$ cat src/rtl/mips_inst_encoder.sv
// Sequential MIPS64r6 instruction encoder: field requests in, addressed 32-bit words out.
// Define ENCODER_PSEUDO_EN to build LI (LUI+ORI) expansion and the EMIT1 state.
module mips_inst_encoder #(
    parameter int                ADDR_W    = 32,
    parameter logic [ADDR_W-1:0] BASE_ADDR = '0
) (
    input  logic              clock,
    input  logic              reset,
    input  logic              flush,
    input  logic              req_valid,
    output logic              req_ready,
    input  logic [2:0]        req_kind,
    input  logic [5:0]        req_op,
    input  logic [4:0]        req_rs,
    input  logic [4:0]        req_rt,
    input  logic [4:0]        req_rd,
    input  logic [4:0]        req_sa,
    input  logic [31:0]       req_imm,
    output logic              out_valid,
    input  logic              out_ready,
    output logic [31:0]       out_word,
    output logic [ADDR_W-1:0] out_addr,
    output logic              err,
    output logic [15:0]       count
);

    localparam logic [5:0] OP_OTHER0      = 6'h00;
    localparam logic [5:0] OP_SPECIAL3    = 6'h1F;
    localparam logic [5:0] OP3_FUNC_BSHFL = 6'h20;
    localparam logic [5:0] OP_LUI         = 6'h0F;
    localparam logic [5:0] OP_ORI         = 6'h0D;

    localparam logic [2:0] KIND_R     = 3'd0;
    localparam logic [2:0] KIND_I     = 3'd1;
    localparam logic [2:0] KIND_J     = 3'd2;
    localparam logic [2:0] KIND_SHIFT = 3'd3;
    localparam logic [2:0] KIND_LI    = 3'd4;
    localparam logic [2:0] KIND_BSHFL = 3'd5;

    // state | meaning
    // IDLE  | no word held, ready for a request
    // EMIT0 | first (or only) word of a request on out_word
    // EMIT1 | second LI word (ORI) on out_word
    typedef enum logic [1:0] {
        IDLE  = 2'd0,
        EMIT0 = 2'd1
`ifdef ENCODER_PSEUDO_EN
        , EMIT1 = 2'd2
`endif
    } state_t;

    state_t      state;
    state_t      state_next;
    logic        req_fire;
    logic        out_fire;
    logic        load_new;
    logic        enc_legal;
    logic [31:0] enc_w0;

`ifdef ENCODER_PSEUDO_EN
    logic        enc_two;
    logic [31:0] enc_w1;
    logic        load_second;
    logic        two_word;
    logic [31:0] word1;
`else
    logic        unused_imm;
    assign unused_imm = &{1'b0, req_imm[31:26]};
`endif

    always_comb begin
        enc_legal = 1'b1;
        enc_w0    = '0;
`ifdef ENCODER_PSEUDO_EN
        enc_two   = 1'b0;
        enc_w1    = '0;
`endif
        case (req_kind)
            KIND_R:     enc_w0 = {OP_OTHER0, req_rs, req_rt, req_rd, 5'd0, req_op};
            KIND_I:     enc_w0 = {req_op, req_rs, req_rt, req_imm[15:0]};
            KIND_J:     enc_w0 = {req_op, req_imm[25:0]};
            KIND_SHIFT: enc_w0 = {OP_OTHER0, 5'd0, req_rt, req_rd, req_sa, req_op};
            KIND_BSHFL: enc_w0 = {OP_SPECIAL3, 5'd0, req_rt, req_rd, req_op[4:0], OP3_FUNC_BSHFL};
`ifdef ENCODER_PSEUDO_EN
            KIND_LI: begin
                // A zero upper half fits in one ORI from $zero.
                if (req_imm[31:16] != 16'd0) begin
                    enc_two = 1'b1;
                    enc_w0  = {OP_LUI, 5'd0, req_rt, req_imm[31:16]};
                    enc_w1  = {OP_ORI, req_rt, req_rt, req_imm[15:0]};
                end else begin
                    enc_w0  = {OP_ORI, 5'd0, req_rt, req_imm[15:0]};
                end
            end
`endif
            default:    enc_legal = 1'b0;
        endcase
    end

    assign out_valid = reset && (state != IDLE);
    assign out_fire  = out_valid && out_ready;
    assign req_fire  = req_valid && req_ready;

`ifdef ENCODER_PSEUDO_EN
    assign req_ready = reset && !flush &&
                       ((state == IDLE) ||
                        ((state == EMIT0) && out_ready && !two_word) ||
                        ((state == EMIT1) && out_ready));
`else
    assign req_ready = reset && !flush &&
                       ((state == IDLE) || ((state == EMIT0) && out_ready));
`endif

    always_ff @(posedge clock) begin
        if (!reset || flush) begin
            state <= IDLE;
        end else begin
            state <= state_next;
        end
    end

    always_comb begin
        state_next  = state;
        load_new    = 1'b0;
`ifdef ENCODER_PSEUDO_EN
        load_second = 1'b0;
`endif
        case (state)
            IDLE: begin
                if (req_fire && enc_legal) begin
                    state_next = EMIT0;
                    load_new   = 1'b1;
                end
            end
            EMIT0: begin
                if (out_fire) begin
`ifdef ENCODER_PSEUDO_EN
                    if (two_word) begin
                        state_next  = EMIT1;
                        load_second = 1'b1;
                    end else
`endif
                    if (req_fire && enc_legal) begin
                        state_next = EMIT0;
                        load_new   = 1'b1;
                    end else begin
                        state_next = IDLE;
                    end
                end
            end
`ifdef ENCODER_PSEUDO_EN
            EMIT1: begin
                if (out_fire) begin
                    if (req_fire && enc_legal) begin
                        state_next = EMIT0;
                        load_new   = 1'b1;
                    end else begin
                        state_next = IDLE;
                    end
                end
            end
`endif
            default: state_next = IDLE;
        endcase
    end

    always_ff @(posedge clock) begin
        if (!reset) begin
            out_word <= '0;
            out_addr <= BASE_ADDR;
            count    <= '0;
            err      <= 1'b0;
`ifdef ENCODER_PSEUDO_EN
            two_word <= 1'b0;
            word1    <= '0;
`endif
        end else if (flush) begin
            out_addr <= BASE_ADDR;
            count    <= '0;
            err      <= 1'b0;
`ifdef ENCODER_PSEUDO_EN
            two_word <= 1'b0;
`endif
        end else begin
            // Illegal kinds are still accepted so the producer is never stalled by them.
            err <= req_fire && !enc_legal;
            if (out_fire) begin
                out_addr <= out_addr + ADDR_W'(4);
                count    <= count + 16'd1;
            end
            if (load_new) begin
                out_word <= enc_w0;
`ifdef ENCODER_PSEUDO_EN
                word1    <= enc_w1;
                two_word <= enc_two;
            end else if (load_second) begin
                out_word <= word1;
                two_word <= 1'b0;
`endif
            end
        end
    end

endmodule

$ cat config.mk
export PLATFORM = sky130hd
export DESIGN_NAME = mips_inst_encoder
export DESIGN_NICKNAME = d
export VERILOG_FILES = /design/src/rtl/mips_inst_encoder.sv
export SDC_FILE = /design/constraint.sdc
export NUM_CORES = 1
export LEC_CHECK = 0
export BUFFER_PORTS_ARGS = -buffer_cell sky130_fd_sc_hd__buf_4
export CORE_ASPECT_RATIO = 0.5
export CORE_MARGIN = 4
export CORE_UTILIZATION = 30
export CTS_CLUSTER_SIZE = 16
export DETAILED_ROUTE_END_ITERATION = 10
export MAX_ROUTING_LAYER = met4
export PLACE_DENSITY = 0.49
export SYNTH_ARGS = -nofsm -noshare
export SYNTH_HDL_FRONTEND = slang
export SYNTH_SLANG_ARGS = --single-unit
$ cat constraint.sdc
create_clock -name clock -period 5.5 [get_ports clock]
set_input_delay 0.275 -clock clock [delete_from_list [all_inputs] [get_ports clock]]
set_output_delay 0.275 -clock clock [all_outputs]
set_load 0.01 [all_outputs]
==> impl_results.md, run 1 <==
* Library cells used by synthesis at 48
* Register area share after synthesis at 41.2%
* H-tree depth at 3
* Setup Viol. Count Final at 0
* Gr ovfl total at 0
* Sw frac at 23.0%
* Seq pwr share at about 44%
* Fmax at 463 MHz
* Routing usage on met3 at 3.88%
* Hold endpoint: state[0]$_SDFFE_PP0P_
* Switch Pwr at 0.307 mW
* Post-synthesis cell count at 449
* Pre-CTS WS at 3.14 ns
* Die Wd at between 150 and 200 um
* Leak at 2.02 nW
* Total track usage at 15.9%
* Post-CTS setup buffers at 0
* Clk sinks at 80
* CTS resizes at 0
* Clock buffer count from CTS at 9
* CTS Root Cell: clkbuf_16
* 1st-pass router iterations at 4
* Vias after detailed routing at 3787
* Grt met1 use at ~21%
* Dpl cell area at a little over 5000 um^2
* RSZ-0062 raised after global routing: false
* Clock Tree Buf Depth at 2
* Antenna diodes at 0
* Reg2reg start: out_addr[5]$_SDFFE_PP0P_
* Final Hold Viols at 0
* Starting Density at a little under a third
* Worst-path clk slew at 0.07 ns
* Req. time, crit path at 5.76 ns
* Sum of negative setup slack at 0 ns
* Area of the mapped netlist at 3890 um^2
* Port Buf Inserts at 140
* Worst-margin pin slew at ~0.8 ns
* Post-synth EDFFs at 0
* Max-slew headroom at 45.7%
* Startpoint Class: register
* Mean area per synthesized cell at roughly 8.7 um^2
* Seq cells post-synth at 80
* Tmin final at 2.16 ns
* VDD IR-drop max at 0.000136 V
* Drt via density at 5.07
* Critical Path Sink Type: register
* Hold crit path type: in2reg
* M2 GR Usage at between 20% and 30%
* Wire per inst at between 15 and 20 um
* Outcome: finished, final reports clean
* Yosys Warn Count at 0
* CP arrival at about 2.4 ns
* R2R setup slack at 3.34 ns
* FILL cells at 1319
* Post-synth top flop: dfxtp_1
* Hold Buf Count CTS at 0
* Reg area at 1600 um^2
* CTS tree: built
* Initial antenna violation count at 0
* Layout cells sized above 1 at 30.7%
* Largest net degree at the start of global routing at 44
* Number of global-route vias before repair at ~3600
* Fin crit share at between 30% and 40%
* Most area-hungry cell type in the Yosys netlist: dfxtp_1
* Die ar. at between 10000 and 15000 um^2
* Worst setup margin at 3.34 ns
* P_int at 1.03 mW
* Post-route ant nets at 0
* Share of Yosys cell area claimed by the top area cell type at 41.2%
* Multi-input logic area at 2130 um^2
* Comb pwr share at 9.0%
* First-pass GRT wire length at 18700 um
* Core area at 12700 um^2
* Hold Path Depth at 3
* Layout area overhead at 37.8%
* Die height at 88.5 um
* Clk_skew at 0.00943 ns
* Nets at 640
* Clk network pwr share at 46.7%
* Skew-Pair Late Insertion Delay at 0.34 ns
* FF-to-FF End: out_addr[25]$_SDFFE_PP0P_
* Grt peak-use layer: met2
* Pwr dens at roughly 250 nW/um^2
* PnR Total Power at 1.33 mW
* Hpwl dp at 8200 um
* Critical path class: reg2reg
* Gpl congestion at 0.760
* Critical Path Fanout Max at 22
* Max_cap viols at 0
* Site row count at 29
* Max-slew violations at 0
* Final instance area at 5360 um^2
* Post-synth top cells: 80 x dfxtp_1, 36 x a21oi_1, 36 x nand2_1
* Min-delay src: flush
* Async SR Flop Fraction at 0%
* I/O Pins at 149
* Top-count cell post-synth: dfxtp_1
* 1st-iter DRT viols at 220
* Wirelength, routed at 11700 um
* Top cells by area, synth: dfxtp_1 41%, a21oi_1 4.6%, nand2_1 3.5%, mux2_2 3.2%, a21boi_0 3.1%
* DRC Markers at 0
* Cell count of the worst reg-to-reg path at 4
## placed cells by master (no fill, tap or decap), types with 6 or more instances in the layout
cell type / netlist / routed
buf_4: 2 / 144
inv_1: 6 / 6
xor2_1: 10 / 10
nand3_1: 21 / 21
clkbuf_16: 0 / 9
nor2_1: 25 / 25
a22oi_1: 15 / 15
o21ai_0: 20 / 20
o31ai_1: 11 / 11
or3_1: 16 / 16
xnor2_1: 9 / 9
nor3b_1: 6 / 6
or4_1: 9 / 9
mux2_2: 11 / 11
a21oi_1: 36 / 36
nor4_1: 6 / 6
a21boi_0: 16 / 16
nand4_1: 15 / 15
nand2_1: 36 / 36
and4_1: 9 / 9
dfxtp_1: 80 / 80
## stage by stage
stage | hold slack, ns | utilization (%) | cells
finish | 0.243 | 42.3 | 747
global route | 0.241 | 42.3 | 747
CTS | 0.228 | 42.3 | 747
detailed placement | 0.461 | 39.9 | 731
global placement | 0.450 | 39.9 | 731
floorplan | 0.438 | - | 450
## cells by family after synthesis
kind of cell             share of synthesized area [%]
multiplexers                                      4.47
other                                           0.0964
flip-flops                                        41.2
AO/OA/AOI/OAI                                     20.8
XOR/XNOR                                          4.28
adder cells (fa/ha/maj)                          0.901
buffers and inverters                             4.28
AND/OR/NAND/NOR                                   24.0
## layout make-up
cell class	instances	share of cell area, %
clock buffers	12	4.79
clock inverters	4	0.981
inverters	6	0.420
multi-input cells	331	39.8
flip-flops and latches	80	29.9
well taps	170	3.97
repair buffers	144	20.2
## worst max path at each step
stage / from / end / cells past startpoint
after floorplan: out_addr[5]$_SDFFE_PP0P_ / out_addr[29]$_SDFFE_PP0P_ / 5
after global placement: reset / out_word[24]$_SDFFE_PN0P_ / 6
after detailed placement: reset / out_word[24]$_SDFFE_PN0P_ / 6
after CTS: out_addr[6]$_SDFFE_PP0P_ / out_addr[25]$_SDFFE_PP0P_ / 4
after global routing: out_addr[9]$_SDFFE_PP0P_ / out_addr[25]$_SDFFE_PP0P_ / 4
final: out_addr[5]$_SDFFE_PP0P_ / out_addr[25]$_SDFFE_PP0P_ / 4
## per-layer routing
| metal | vias up | wire length, um |
|---|---|---|
| li1 | 1919 | - |
| met1 | 1782 | 5700 |
| met2 | 78 | 5390 |
| met3 | 8 | 546 |
| met4 | 0 | 97 |
| met5 | - | 0 |
## power by group through the flow
stage | clock (mW) | sequential (mW) | combinational, mW
3_5_place_dp | 0 | 0.603 | 0.121
5_1_grt | 0.662 | 0.591 | 0.131
6_report | 0.622 | 0.590 | 0.120
2_1_floorplan | 0 | 0.606 | 0.0570
3_3_place_gp | 0 | 0.603 | 0.121
4_1_cts | 0.640 | 0.590 | 0.121
## flip-flops by register name, summed over array words and instances (netlist names)
register and count:
out_word 32, out_addr 30, count 16, err 1
state 1
## worst max-delay path, stage by stage (launching register included)
cell and delay (ns):
dfxtp_1 0.49, nand4_2 0.20, or4_4 0.69, or4_1 0.54
a21oi_1 0.17
Note: power is estimated with default switching activity, not from simulation.
==> inputs of run 2 (changes only) <==
ABC_AREA = 1   (was default)
clock period = 2.12 ns   (was 5.5 ns; I/O delays follow)
==> run 2 against run 1 <==
Net effect:
- critical path type unchanged
- maximum frequency grew 22%
- setup slack lost 3.0 ns
- largest cell class unchanged
- critical endpoint is now out_addr[28]$_SDFFE_PP0P_
- clock-buffer cell count shrank 1
==> impl_results.md, run 2 <==
* Clock buffer count from CTS at 9 (unchanged)
* VDD IR-drop max at 0.000299 V (was 0.000136 V)
* Async SR Flop Fraction at 0% (unchanged)
* Reg area at 1600 um^2 (unchanged)
* Antenna diodes at 0 (unchanged)
* Area of the mapped netlist at 3940 um^2 (was 3890 um^2)
* Critical Path Sink Type: register (unchanged)
* Hpwl dp at 9090 um (was 8200 um)
* CTS Root Cell: clkbuf_16 (unchanged)
* Post-CTS setup buffers at 0 (unchanged)
* Reg2reg start: state[0]$_SDFFE_PP0P_ (was out_addr[5]$_SDFFE_PP0P_)
* Regs by FF count: out_word: 32 flops, out_addr: 30 flops, count: 16 flops (unchanged)
* Pwr dens at 644 nW/um^2 (was 249 nW/um^2)
* DRC Markers at 0 (unchanged)
* Starting Density at 30.9% (was 30.7%)
* Most common cell after layout, fill and taps aside: buf_4 (unchanged)
* Clock Tree Buf Depth at 2 (unchanged)
* H-tree depth at 3 (unchanged)
* Final Hold Viols at 0 (unchanged)
* Post-synthesis cell count at 599 (was 449)
* I/O Pins at 149 (unchanged)
* Post-route ant nets at 0 (unchanged)
* Worst-margin pin slew at 0.586 ns (was 0.813 ns)
* Multi-input logic area at 1950 um^2 (was 2130 um^2)
* Gr ovfl total at 0 (unchanged)
* CTS resizes at 0 (unchanged)
* Top-count cell post-synth: nor2_1 (was dfxtp_1)
* Critical path class: reg2reg (unchanged)
* CTS tree: built (unchanged)
* Initial antenna violation count at 0 (unchanged)
* Req. time, crit path at 2.35 ns (was 5.76 ns)
* Worst-path clk slew at 0.06 ns (was 0.07 ns)
* Outcome: finished, final reports clean (unchanged)
* Largest net degree at the start of global routing at 30 (was 44)
* Hold crit path type: in2reg (unchanged)
* Clk_skew at 0.0102 ns (was 0.00943 ns)
* CP arrival at 2.01 ns (was 2.42 ns)
* Layout cells sized above 1 at 23.6% (was 30.7%)
* Die Wd at 170 um (was 169 um)
* Gpl congestion at 0.809 (was 0.760)
* 1st-pass router iterations at 4 (unchanged)
* Site row count at 29 (unchanged)
* RSZ-0062 raised after global routing: false (unchanged)
* Post-synth top flop: dfxtp_1 (unchanged)
* Clk sinks at 80 (unchanged)
* Max reg flops at 32 (unchanged)
* Setup Viol. Count Final at 0 (unchanged)
* Most frequent cells in the layout: 151 x buf_4, 118 x nor2_1, 114 x nand2_1 (was 144 x buf_4, 80 x dfxtp_1, 36 x nand2_1, 36 x a21oi_1, 25 x nor2_1)
* Leak at 2.44 nW (was 2.02 nW)
* Top cells by area, synth: dfxtp_1 41%, nor2_1 11%, nand2_1 11%, o21ai_0 8.1%, inv_1 6.5% (was dfxtp_1 41%, a21oi_1 4.6%, nand2_1 3.5%, mux2_2 3.2%, a21boi_0 3.1%)
* Post-synth top cells: 119 x nor2_1, 114 x nand2_1, 80 x dfxtp_1 (was 80 x dfxtp_1, 36 x a21oi_1, 36 x nand2_1)
* Sum of negative setup slack at 0 ns (unchanged)
* Fmax at 562 MHz (was 463 MHz)
* Skew-Pair Late Insertion Delay at 0.34 ns (about the same)
* Drt via density at 4.64 (was 5.07)
* Hold Buf Count CTS at 1 (was 0)
* Fin crit share at 83.9% (was 39.3%)
* 1st-iter DRT viols at 228 (was 220)
* Mean area per synthesized cell at 6.57 um^2 (was 8.66 um^2)
* Die ar. at 15100 um^2 (was 15000 um^2)
* Library cells used by synthesis at 33 (was 48)
* PnR Total Power at 3.54 mW (was 1.33 mW)
* Min-delay src: req_imm[9] (was flush)
* Yosys Warn Count at 0 (unchanged)
* Worst Setup SP: state[0]$_SDFFE_PP0P_ (was out_addr[5]$_SDFFE_PP0P_)
* Critical Path Fanout Max at 12 (was 22)
* Tmin final at 1.78 ns (was 2.16 ns)
* FILL cells at 1359 (was 1319)
* Wirelength, routed at 12100 um (was 11700 um)
* Seq cells post-synth at 80 (unchanged)
* Layout area overhead at 39.8% (was 37.8%)
* Total track usage at 16.5% (was 15.9%)
* Max_cap viols at 0 (unchanged)
* First-pass GRT wire length at 19500 um (was 18700 um)
* Core area at 12700 um^2 (about the same)
* Max-slew violations at 0 (unchanged)
* Register area share after synthesis at 40.7% (was 41.2%)
* Port Buf Inserts at 140 (unchanged)
* Post-synth EDFFs at 0 (unchanged)
* Die height at 89.0 um (was 88.5 um)
* Vias after detailed routing at 4257 (was 3787)
* Largest register by flop count: out_word (unchanged)
* Max-slew headroom at 60.8% (was 45.7%)
* Wire per inst at 13.2 um (was 15.7 um)
* Nets at 810 (was 640)
* Most area-hungry cell type in the Yosys netlist: dfxtp_1 (unchanged)
* Share of Yosys cell area claimed by the top area cell type at 40.7% (was 41.2%)
* Startpoint Class: register (unchanged)
* Number of global-route vias before repair at 3888 (was 3566)
* R2R setup slack at 0.34 ns (was 3.34 ns)
==> run 2: path summary, 6_finish.rpt <==
| kind | to | cells after the start |
|---|---|---|
| max | out_addr[28]$_SDFFE_PP0P_ | 7 |
| min | out_word[9]$_SDFFE_PN0P_ | 3 |
| max reg2reg | out_addr[28]$_SDFFE_PP0P_ | 7 |
| min reg2reg | count[8]$_SDFFE_PP0P_ | 2 |
==> run 2: where the power goes <==
part | total [mW] | switching (mW) | leakage, nW | internal (mW)
Clock | 1.69 | 0.630 | 0.152 | 1.06
Combinational | 0.312 | 0.163 | 1.64 | 0.150
Sequential | 1.54 | 0.0127 | 0.647 | 1.53
Total | 3.54 | 0.806 | 2.44 | 2.74
==> run 2: critical path, cell delays in order, from the launching register on <==
cell	delay, ns
dfxtp_1	0.40
nand3_2	0.25
nor2_1	0.28
nand2_1	0.13
nor2_1	0.36
nand4_1	0.14
nand2_1	0.08
nor2_1	0.04
==> run 2: area by class of cell <==
| class | instances | area share, % |
|---|---|---|
| Sequential cell | 80 | 29.1 |
| Timing Repair Buffer | 152 | 20.8 |
| Inverter | 71 | 4.89 |
| Tap cell | 170 | 3.87 |
| Multi-Input combinational cell | 428 | 35.5 |
| Clock inverter | 5 | 1.46 |
| Clock buffer | 11 | 4.41 |
==> run 2: stage by stage <==
step	utilization [%]	instances	hold slack, ns	worst slack (ns)	area [um^2]
3_3_place_gp	40.6	900	0.335	0.341	5170
5_1_grt	43.2	917	0.0367	0.0183	5500
2_1_floorplan	-	600	0.242	0.619	3940
3_5_place_dp	40.6	900	0.338	0.327	5170
4_1_cts	43.2	917	0.00887	0.315	5500
6_report	43.2	917	0.0220	0.341	5500
==> run 2: logic make-up after synthesis <==
logic type	synth area share, %
flops	40.7
xor+xnor	0.223
fa+ha+maj	0.636
simple gates	31.0
other cells	0.0953
buf+inv	9.89
compound gates	17.5
==> run 2: layer usage <==
layer,part of all wire [%],vias up,GRT usage [%],wire length [um]
met2,43,107,25.9,5260
met1,50,1924,21.6,6010
li1,-,2217,-,-
met4,0.83,0,3.41,101
met3,6.2,9,4.59,753
met5,0,-,-,0
